### config.mk
export PLATFORM = sky130hd
export DESIGN_NAME = float_to_int
export DESIGN_NICKNAME = d
export VERILOG_FILES = /design/src/rtl/float_to_int_pkg.sv /design/src/rtl/float_to_int_round.sv /design/src/rtl/float_to_int.sv
export SDC_FILE = /design/constraint.sdc
export NUM_CORES = 1
export LEC_CHECK = 0
export CAP_MARGIN = 20
export CORE_ASPECT_RATIO = 0.9
export CORE_UTILIZATION = 31
export DETAILED_ROUTE_END_ITERATION = 8
export PLACE_DENSITY = 0.57
export SLEW_MARGIN = 20
export SYNTH_ARGS = -nofsm -noshare
export SYNTH_HDL_FRONTEND = slang
export SYNTH_SLANG_ARGS = --single-unit
### constraint.sdc
create_clock -name Clock -period 6.3 [get_ports Clock]
set_input_delay 1.26 -clock Clock [delete_from_list [all_inputs] [get_ports Clock]]
set_output_delay 1.26 -clock Clock [all_outputs]
set_load 0.02 [all_outputs]
### src/rtl/float_to_int_pkg.sv
// Shared float format and converter constants.
// Holds the single-precision float payload as produced by the adder datapath,
// the saturation constants for the signed 32-bit result, and the converter
// state encoding used by float_to_int.
package floatingpoint;

  localparam int unsigned FLOAT_EXP_W = 8;
  localparam int unsigned FLOAT_MAN_W = 23;
  localparam int unsigned INT_W       = 32;
  localparam int unsigned MAG_W       = 31;
  localparam int unsigned CNT_W       = 5;

  typedef struct packed {
    logic                   sign;
    logic [FLOAT_EXP_W-1:0] exponent;
    logic [FLOAT_MAN_W-1:0] mantissa;
  } float;

  localparam logic [7:0]  FLOAT_BIAS = 8'd127;
  localparam logic [31:0] INT32_MAX  = 32'h7FFFFFFF;
  localparam logic [31:0] INT32_MIN  = 32'h80000000;

  typedef enum logic [1:0] {
    IDLE,
    SHIFT,
    ROUND
  } ftoi_state_t;

endpackage

### src/rtl/float_to_int_round.sv
// ftoi_round: round-to-nearest-even increment and conditional negate.
// Ports:
//   mag      aligned integer magnitude (fits in 31 bits, never overflows)
//   guard    first bit below the integer LSB
//   sticky   OR of all bits below guard
//   sign     operand sign
//   result_c signed 32-bit two's-complement result (combinational)
module ftoi_round
  import floatingpoint::*;
(
  input  logic [MAG_W-1:0] mag,
  input  logic             guard,
  input  logic             sticky,
  input  logic             sign,
  output logic [INT_W-1:0] result_c
);

  logic [INT_W-1:0] rounded_c;

  // Round up above half, or at exactly half when the magnitude is odd.
  always_comb begin
    rounded_c = {1'b0, mag} + INT_W'(guard & (sticky | mag[0]));
    result_c  = sign ? (~rounded_c + INT_W'(1)) : rounded_c;
  end

endmodule

### src/rtl/float_to_int.sv
// float_to_int: multi-cycle float -> signed int32 converter, RNE rounding.
// Alignment uses an iterative shifter moving SHIFT_STEP (1, 2 or 4) bits per
// cycle, so latency depends on the operand exponent.
// Ports:
//   Clock, Reset      clock, synchronous active-high reset
//   Op, InputValid    operand and its valid; accepted only when Busy=0
//   Busy              conversion in flight (state != IDLE)
//   Result            signed result, held until the next result
//   ResultValid       one-cycle pulse when Result updates
//   Invalid           NaN/Inf/out-of-range, qualified by ResultValid
//   Inexact           (only with FLOAT_TO_INT_INEXACT_EN) rounding lost bits
module float_to_int
  import floatingpoint::*;
#(
  parameter int unsigned SHIFT_STEP = 1
)
(
  input  logic             Clock,
  input  logic             Reset,
  input  float             Op,
  input  logic             InputValid,
  output logic             Busy,
  output logic [INT_W-1:0] Result,
  output logic             ResultValid,
  output logic             Invalid
`ifdef FLOAT_TO_INT_INEXACT_EN
  ,
  output logic             Inexact
`endif
);

  localparam logic [7:0] EXP_INT_LSB = FLOAT_BIAS + 8'd23;  // e = 23: no shift
  localparam logic [7:0] EXP_TOO_BIG = FLOAT_BIAS + 8'd31;  // e >= 31
  localparam logic [7:0] EXP_HALF    = FLOAT_BIAS - 8'd1;   // e = -1: 0.5..1

  ftoi_state_t      state;
  logic [MAG_W-1:0] mag;
  logic             guard;
  logic             sticky;
  logic             sign;
  logic             left;
  logic [CNT_W-1:0] cnt;
  logic             special;
  logic [INT_W-1:0] spec_res;
  logic             spec_inv;
`ifdef FLOAT_TO_INT_INEXACT_EN
  logic             spec_inx;
`endif

  logic             dec_special_c;
  logic [INT_W-1:0] dec_res_c;
  logic             dec_inv_c;
  logic             dec_inx_c;
  logic             dec_left_c;
  logic [CNT_W-1:0] dec_cnt_c;
  logic [CNT_W-1:0] amt_c;
  logic [MAG_W-1:0] mag_nxt_c;
  logic             guard_nxt_c;
  logic             sticky_nxt_c;
  logic [INT_W-1:0] round_res_c;

  assign Busy = (state != IDLE);

  // Operand classification at capture time.
  always_comb begin
    dec_special_c = 1'b1;
    dec_res_c     = '0;
    dec_inv_c     = 1'b0;
    dec_inx_c     = 1'b0;
    dec_left_c    = (Op.exponent >= EXP_INT_LSB);
    dec_cnt_c     = dec_left_c ? CNT_W'(Op.exponent - EXP_INT_LSB)
                               : CNT_W'(EXP_INT_LSB - Op.exponent);
    if (Op.exponent == 8'hFF) begin
      dec_inv_c = 1'b1;
      dec_res_c = (Op.sign || (Op.mantissa != '0)) ? INT32_MIN : INT32_MAX;
    end else if (Op.exponent >= EXP_TOO_BIG) begin
      // Exactly -2^31 is the one representable value in this range.
      if (Op.sign && (Op.exponent == EXP_TOO_BIG) && (Op.mantissa == '0)) begin
        dec_res_c = INT32_MIN;
      end else begin
        dec_inv_c = 1'b1;
        dec_res_c = Op.sign ? INT32_MIN : INT32_MAX;
      end
    end else if (Op.exponent < EXP_HALF) begin
      dec_inx_c = |{Op.exponent, Op.mantissa};
    end else begin
      dec_special_c = 1'b0;
    end
  end

  // One SHIFT cycle, applied as up to SHIFT_STEP single-bit shifts.
  always_comb begin
    amt_c        = (cnt < CNT_W'(SHIFT_STEP)) ? cnt : CNT_W'(SHIFT_STEP);
    mag_nxt_c    = mag;
    guard_nxt_c  = guard;
    sticky_nxt_c = sticky;
    for (int unsigned i = 0; i < SHIFT_STEP; i++) begin
      if (CNT_W'(i) < amt_c) begin
        if (left) begin
          mag_nxt_c = {mag_nxt_c[MAG_W-2:0], 1'b0};
        end else begin
          sticky_nxt_c = sticky_nxt_c | guard_nxt_c;
          guard_nxt_c  = mag_nxt_c[0];
          mag_nxt_c    = {1'b0, mag_nxt_c[MAG_W-1:1]};
        end
      end
    end
  end

  ftoi_round u_round (
    .mag      (mag),
    .guard    (guard),
    .sticky   (sticky),
    .sign     (sign),
    .result_c (round_res_c)
  );

  // Converter FSM with registered outputs.
  always_ff @(posedge Clock) begin
    if (Reset) begin
      state       <= IDLE;
      mag         <= '0;
      guard       <= 1'b0;
      sticky      <= 1'b0;
      sign        <= 1'b0;
      left        <= 1'b0;
      cnt         <= '0;
      special     <= 1'b0;
      spec_res    <= '0;
      spec_inv    <= 1'b0;
      Result      <= '0;
      ResultValid <= 1'b0;
      Invalid     <= 1'b0;
`ifdef FLOAT_TO_INT_INEXACT_EN
      spec_inx    <= 1'b0;
      Inexact     <= 1'b0;
`endif
    end else begin
      ResultValid <= 1'b0;
      unique case (state)
        IDLE: begin
          if (InputValid) begin
            sign     <= Op.sign;
            mag      <= MAG_W'({1'b1, Op.mantissa});
            guard    <= 1'b0;
            sticky   <= 1'b0;
            left     <= dec_left_c;
            cnt      <= dec_cnt_c;
            special  <= dec_special_c;
            spec_res <= dec_res_c;
            spec_inv <= dec_inv_c;
`ifdef FLOAT_TO_INT_INEXACT_EN
            spec_inx <= dec_inx_c;
`endif
            state    <= (dec_special_c || (dec_cnt_c == '0)) ? ROUND : SHIFT;
          end
        end
        SHIFT: begin
          mag    <= mag_nxt_c;
          guard  <= guard_nxt_c;
          sticky <= sticky_nxt_c;
          cnt    <= cnt - amt_c;
          if (cnt == amt_c) begin
            state <= ROUND;
          end
        end
        ROUND: begin
          Result      <= special ? spec_res : round_res_c;
          Invalid     <= special & spec_inv;
          ResultValid <= 1'b1;
`ifdef FLOAT_TO_INT_INEXACT_EN
          Inexact     <= special ? spec_inx : (guard | sticky);
`endif
          state       <= IDLE;
        end
        default: state <= IDLE;
      endcase
    end
  end

`ifndef FLOAT_TO_INT_INEXACT_EN
  logic unused_c;
  assign unused_c = dec_inx_c;
`endif

endmodule

Word level (Yosys, flattened, before mapping)
Index checks and enable logic that the tools add are counted.
{ "classes": {"shift": 0, "bitwise_logic": 5, "n_lt_le_gt_ge": 5, "mul": 0, "reduce_logical": 15, "add_sub_neg": 5, "n_div": 0, "eq_ne": 9, "muxes": 33} }
{ "op_table": {"columns": ["op", "n"], "rows": [
  ["32-bit 2-to-1 mux", 7],
  ["31-bit 2-to-1 mux", 3],
  ["31-bit one-hot mux with 2 select lines", 1],
  ["31-bit by 32-bit adder with 32-bit output", 1],
  ["32-bit by 1-bit adder with 32-bit output, second input constant", 1],
  ["1-bit by 32-bit bitwise AND with 32-bit output", 1],
  ["32-bit inverter", 1],
  ["23-bit zero test", 1],
  ["23-bit nonzero test", 1],
  ["8-bit == test, second input constant", 2],
  ["8-bit >= comparator, second input constant", 2],
  ["5-bit 2-to-1 mux", 3],
  ["1-bit 2-to-1 mux", 12],
  ["5-bit one-hot mux with 2 select lines", 1],
  ["8-bit by 7-bit less-than comparator with 1-bit output, second input constant", 1],
  ["2-bit != test, second input constant", 4],
  ["2-bit 2-to-1 mux", 3],
  ["2-bit AND reduction", 3],
  ["5-bit == test", 1],
  ["5-bit zero test", 1],
  ["1-bit by 5-bit less-than comparator with 1-bit output, first input constant", 1],
  ["5-bit by 1-bit less-than comparator with 1-bit output, second input constant", 1],
  ["5-bit subtractor", 1],
  ["5-bit subtractor, first input constant", 1],
  ["other kinds (13)", 18]
]} }
{ "word_totals": {"mem_count": 0, "wordCells": 85, "romBits": 0, "latchBits": 0, "register_bits": 110, "ram_bits": 0, "in_bits": 35} }

Longest topological paths before layout
{ "depth": {"word_depth": 8, "ltp_mapped": 14, "depth_no_buf": 14} }

Modules after synthesis
Synthesis repeated with hierarchy kept, for this count alone.
{ "hier_totals": {"hier_cells": 781, "area_unflattened_um2": 5987.0} }
{ "by_module_without_submodules": {"columns": ["mod", "area_each_um2", "seq_area_each_um2", "cells_per_inst", "instances"], "rows": [
  ["float_to_int", 4088.9, 1601.5, 497, 1],
  ["ftoi_round", 1898.1, 0.0, 284, 1]
]} }

Least setup slack after synthesis
OpenSTA, ideal clock, no wires.
{ "synth_timing": {"path_kind": "input port to flip-flop", "startpoint": "input Op[23] (netlist name)", "endpoint": "register state[1]", "arrival_time_ps": 3013, "path_slack_ps": 3172, "path_buffers": 0, "required_ps": 6186, "setup_ps": 114, "cell_stages": 11, "cell_sequence": "inv_1 ha_1 o21a_1 o21ai_0 a21boi_1 o21ai_0 o21a_1 xnor2_1 a41o_1 a21oi_1 a2111oi_0"} }
{ "synth_between": {"elab_chain_len": 8} }
{ "synth_rtl": {"columns": ["element", "line_no", "text"], "rows": [
  ["start: declaration", "float_to_int.sv:20", "input float Op,"],
  ["8-bit by 7-bit less-than comparator with 1-bit output", "float_to_int.sv:84", "end else if (Op.exponent < EXP_HALF) begin"],
  ["1-bit 2-to-1 mux", "float_to_int.sv:84", null],
  ["1-bit 2-to-1 mux", "float_to_int.sv:76", "end else if (Op.exponent >= EXP_TOO_BIG) begin"],
  ["1-bit 2-to-1 mux", "float_to_int.sv:73", "if (Op.exponent == 8'hFF) begin"],
  ["1-bit logical OR *", "float_to_int.sv:155", "state <= (dec_special_c || (dec_cnt_c == '0)) ? ROUND : SHIFT;"],
  ["2-bit 2-to-1 mux *", "float_to_int.sv:155", null],
  ["2-bit 2-to-1 mux *", "float_to_int.sv:142", "if (InputValid) begin"],
  ["2-bit one-hot mux with 2 select lines *", "float_to_int.sv:140", "unique case (state)"],
  ["end signal: assignment", "float_to_int.sv:155", null],
  ["end: declaration", "float_to_int.sv:36", "ftoi_state_t state;"]
]} }
Every way passes the cells marked *; elsewhere a longest branch is shown, timed or not. The select of a mux whose other input is x is not followed.
A chain may end at the register's enable or synchronous reset.

Worst setup path in the final report
{ "layout_timing": {"startpoint": "register mag[0]", "endpoint": "register Result[27]"} }
{ "layout_between": {"elab_chain_len": 7} }
{ "layout_rtl": {"columns": ["element", "line_no", "text"], "rows": [
  ["start: declaration", "float_to_int.sv:37", "logic [MAG_W-1:0] mag;"],
  ["start signal: assignment", "float_to_int.sv:144", "mag <= MAG_W'({1'b1, Op.mantissa});"],
  ["start signal: assignment", "float_to_int.sv:159", "mag <= mag_nxt_c;"],
  ["1-bit bitwise OR", "float_to_int_round.sv:22", "rounded_c = {1'b0, mag} + INT_W'(guard & (sticky | mag[0]));"],
  ["1-bit by 32-bit bitwise AND with 32-bit output", "float_to_int_round.sv:22", null],
  ["31-bit by 32-bit adder with 32-bit output *", "float_to_int_round.sv:22", null],
  ["32-bit inverter", "float_to_int_round.sv:23", "result_c = sign ? (~rounded_c + INT_W'(1)) : rounded_c;"],
  ["32-bit by 1-bit adder with 32-bit output", "float_to_int_round.sv:23", null],
  ["32-bit 2-to-1 mux *", "float_to_int_round.sv:23", null],
  ["32-bit 2-to-1 mux *", "float_to_int.sv:168", "Result <= special ? spec_res : round_res_c;"],
  ["end signal: assignment", "float_to_int.sv:168", null],
  ["end: declaration", "float_to_int.sv:23", "output logic [INT_W-1:0] Result,"]
]} }
Every way passes the cells marked *; elsewhere a longest branch is shown, timed or not.

==> impl_metrics.tcl <==
set metrics [dict create \
    status "finished clean" \
    p_leak_nw 2.349 \
    met3_length_um 853 \
    globalRouteOverflowTotal 0 \
    track_usage_pct 17.54 \
    drive_above_1_share_pct 6.497 \
    end_kind "flip-flop" \
    holdBufCountCts 0 \
    irDropWorstVdd_mv 0.1184 \
    antenna_cells 0 \
    placed_area_mm2 0.006526 \
    io_buffers 69 \
    cts-root-buf "clkbuf_16" \
    cts_buffer_depth 2 \
    synth_edf_count 0 \
    timing.setup.tns_ps 0 \
    hold_violations 0 \
    clock-sinks 80 \
    cts_max_level 3 \
    core-area_mm2 0.01790 \
    hpwl_um 11850 \
    ys_types 72 \
    worstMarginPinSlew_ps 958.7 \
    critPathMaxFanout 11 \
    reg2reg_slack_ps 2300 \
    routed.top_layer "met4" \
    post_cts_buffers 0 \
    grt_pass1_wl_um 27170 \
    syn_inst 758 \
    synthToLayoutAreaGrowth_pct 18.80 \
    cap_violations 0 \
    die_h_um 131.4 \
    ys_dominant_reg_cell "dfxtp_1" \
    crit_arrival_ps 4240 \
    postCtsResizedCells 0 \
    drc 0 \
    n_fill_cell 1900 \
    skew_ps 6.646 \
    syn_area_mm2 0.005764 \
    grt_setup_unrepaired "false" \
    synthArstFlopShare_pct 0 \
    ys_ff_latch 80 \
    finalSetupViolCount 0 \
    multi_input_area_mm2 0.003852 \
    viasPerCell 5.380 \
    power_w 0.001543 \
    tritoncts "built" \
    floorplan.io_pins 70 \
    dr.pass1.iters 5 \
    yosys_warnings 0 \
    antenna_found_initial 0 \
    syn_area_per_cell_um2 7.605 \
    place.gp.congestion 0.8680 \
    nNetsFinal 825 \
    final.period_utilization_pct 63.51 \
    dieArea_mm2 0.01914 \
    grt_pass1_vias 4981 \
    fin_ws_ps 2299 \
    clk_pin_slew_ps 60 \
    vias 5514 \
    wl_met1_um 9011 \
    fmax_ghz 0.2499 \
    drt-total-wl_um 16420 \
    fp-row-count 46 \
    syn-num-nets 803 \
    pre_cts_slack_ps 2019 \
    final_period_minus_worst_setup_slack_ps 4001 \
    routed-wl-met2_um 6382 \
    grt_max_degree 60 \
    register_area_mm2 0.001603 \
    die_w_um 145.7 \
    critPathKind "flip-flop to flip-flop" \
    hold_path.class "flip-flop to flip-flop" \
    ant_nets 0 \
    cp-start-kind "flip-flop" \
    clkLatencyLatePin_ps 350 \
    routedWlPerCell_um 16.02 \
    stdcell_area_mm2 0.006848 \
    initial_core_util_pct 32.20 \
    cp.required_ps 6540 \
    cts_made_buffers 9 \
    power.density_mw_per_mm2 225.4 \
    drt_iter0_drc 433 \
    ys_seq_area_share_pct 27.78 \
    slew_viol_final 0 \
    worst_slew_margin_rel_pct 36.09 \
]
## metal layers
layer / vias up / track usage [%]
li1: 2794 / -
met2: 137 / 23.13
met5: - / 0
met4: 0 / 4.854
met1: 2569 / 27.70
met3: 14 / 3.507
## power breakdown
group / internal [W] / switching (W)
Sequential: 0.000549 / 0.0000805
Clock: 0.000297 / 0.000207
Combinational: 0.000179 / 0.000230
Total: 0.00103 / 0.000518
## Yosys cell counts, types with 5 or more instances
cell / number / area, um^2
a21oi_1: 76 / 380.4
a31oi_1: 13 / 81.33
and3_1: 8 / 50.05
and4_1: 5 / 43.79
buf_1: 8 / 30.03
buf_2: 15 / 75.07
buf_4: 5 / 37.54
clkbuf_1: 35 / 131.4
dfxtp_1: 80 / 1602
ha_1: 10 / 125.1
inv_1: 12 / 45.04
mux2i_1: 32 / 320.3
nand2_1: 90 / 337.8
nand3_1: 26 / 130.1
nand4_1: 14 / 87.58
nor2_1: 59 / 221.5
nor3_1: 29 / 145.1
nor4_1: 13 / 81.33
o211a_1: 5 / 50.05
o211ai_1: 31 / 232.7
o21ai_0: 46 / 230.2
or2_2: 5 / 31.28
xnor2_1: 33 / 289.0
xor2_1: 28 / 245.2
## cell families after synthesis
family          count (synthesis)  share of synthesized area, %
simple gates                  279                         25.05
xor+xnor                       62                         9.681
buf+inv                        79                         5.817
compound gates                216                         23.94
fa+ha+maj                      10                         2.171
flops                          80                         27.78
mux                            32                         5.557
## stage by stage
stage | cells | hold slack (ps) | utilization [%]
6_report | 1025 | 452.6 | 38.26
5_1_grt | 1025 | 478.8 | 38.26
4_1_cts | 1024 | 455.5 | 38.05
3_5_place_dp | 1008 | 447.8 | 36.46
3_3_place_gp | 1008 | 439.1 | 36.46
2_1_floorplan | 758 | 432.2 | -
## layout make-up
cell class,count,area share (%)
clock buffer,13,3.947
tap,240,4.385
clock inverter,3,0.2193
multi-input combinational,599,56.26
sequential,80,23.41
inverter,15,0.8222
timing repair buffer,75,10.96
## worst max-delay path, stage by stage, from the launching register on
cell     delay, ps
dfxtp_1        410
o21a_1         140
ha_1           350
ha_1           420
nand3_1        220
nor4_4         650
nand2_1        140
xor2_1         320
nand4_1        260
o41ai_2        410
xor3_1         370
nor3_1         140
nor2_1          70
## path summary, 6_finish.rpt
check	start	to	depth (start not counted)
min	Invalid$_SDFFE_PP0P_	Invalid$_SDFFE_PP0P_	2
max reg2reg	mag[0]$_SDFFE_PP0P_	Result[27]$_SDFFE_PP0P_	12
max	mag[0]$_SDFFE_PP0P_	Result[27]$_SDFFE_PP0P_	12
min reg2reg	Invalid$_SDFFE_PP0P_	Invalid$_SDFFE_PP0P_	2
## state kept, by name, summed over array words and instances, names as in the netlist
register,flops
ResultValid,1
Result,32
spec_res,2
sign,1
left,1
cnt,5
spec_inv,1
guard,1
sticky,1
state,2
mag,31
special,1
Invalid,1
## cells in the final DEF (no fill, tap or decap), drive strengths merged, types with 18 or more instances in the layout
master	instances
a21oi	77
clkdlybuf4s50	68
dfxtp	80
mux2i	32
nand2	91
nand3	27
nor2	59
nor3	30
nor4	18
o211ai	31
o21ai	47
xnor2	33
xor2	28
No activity file was read; power rests on OpenSTA's default activity.
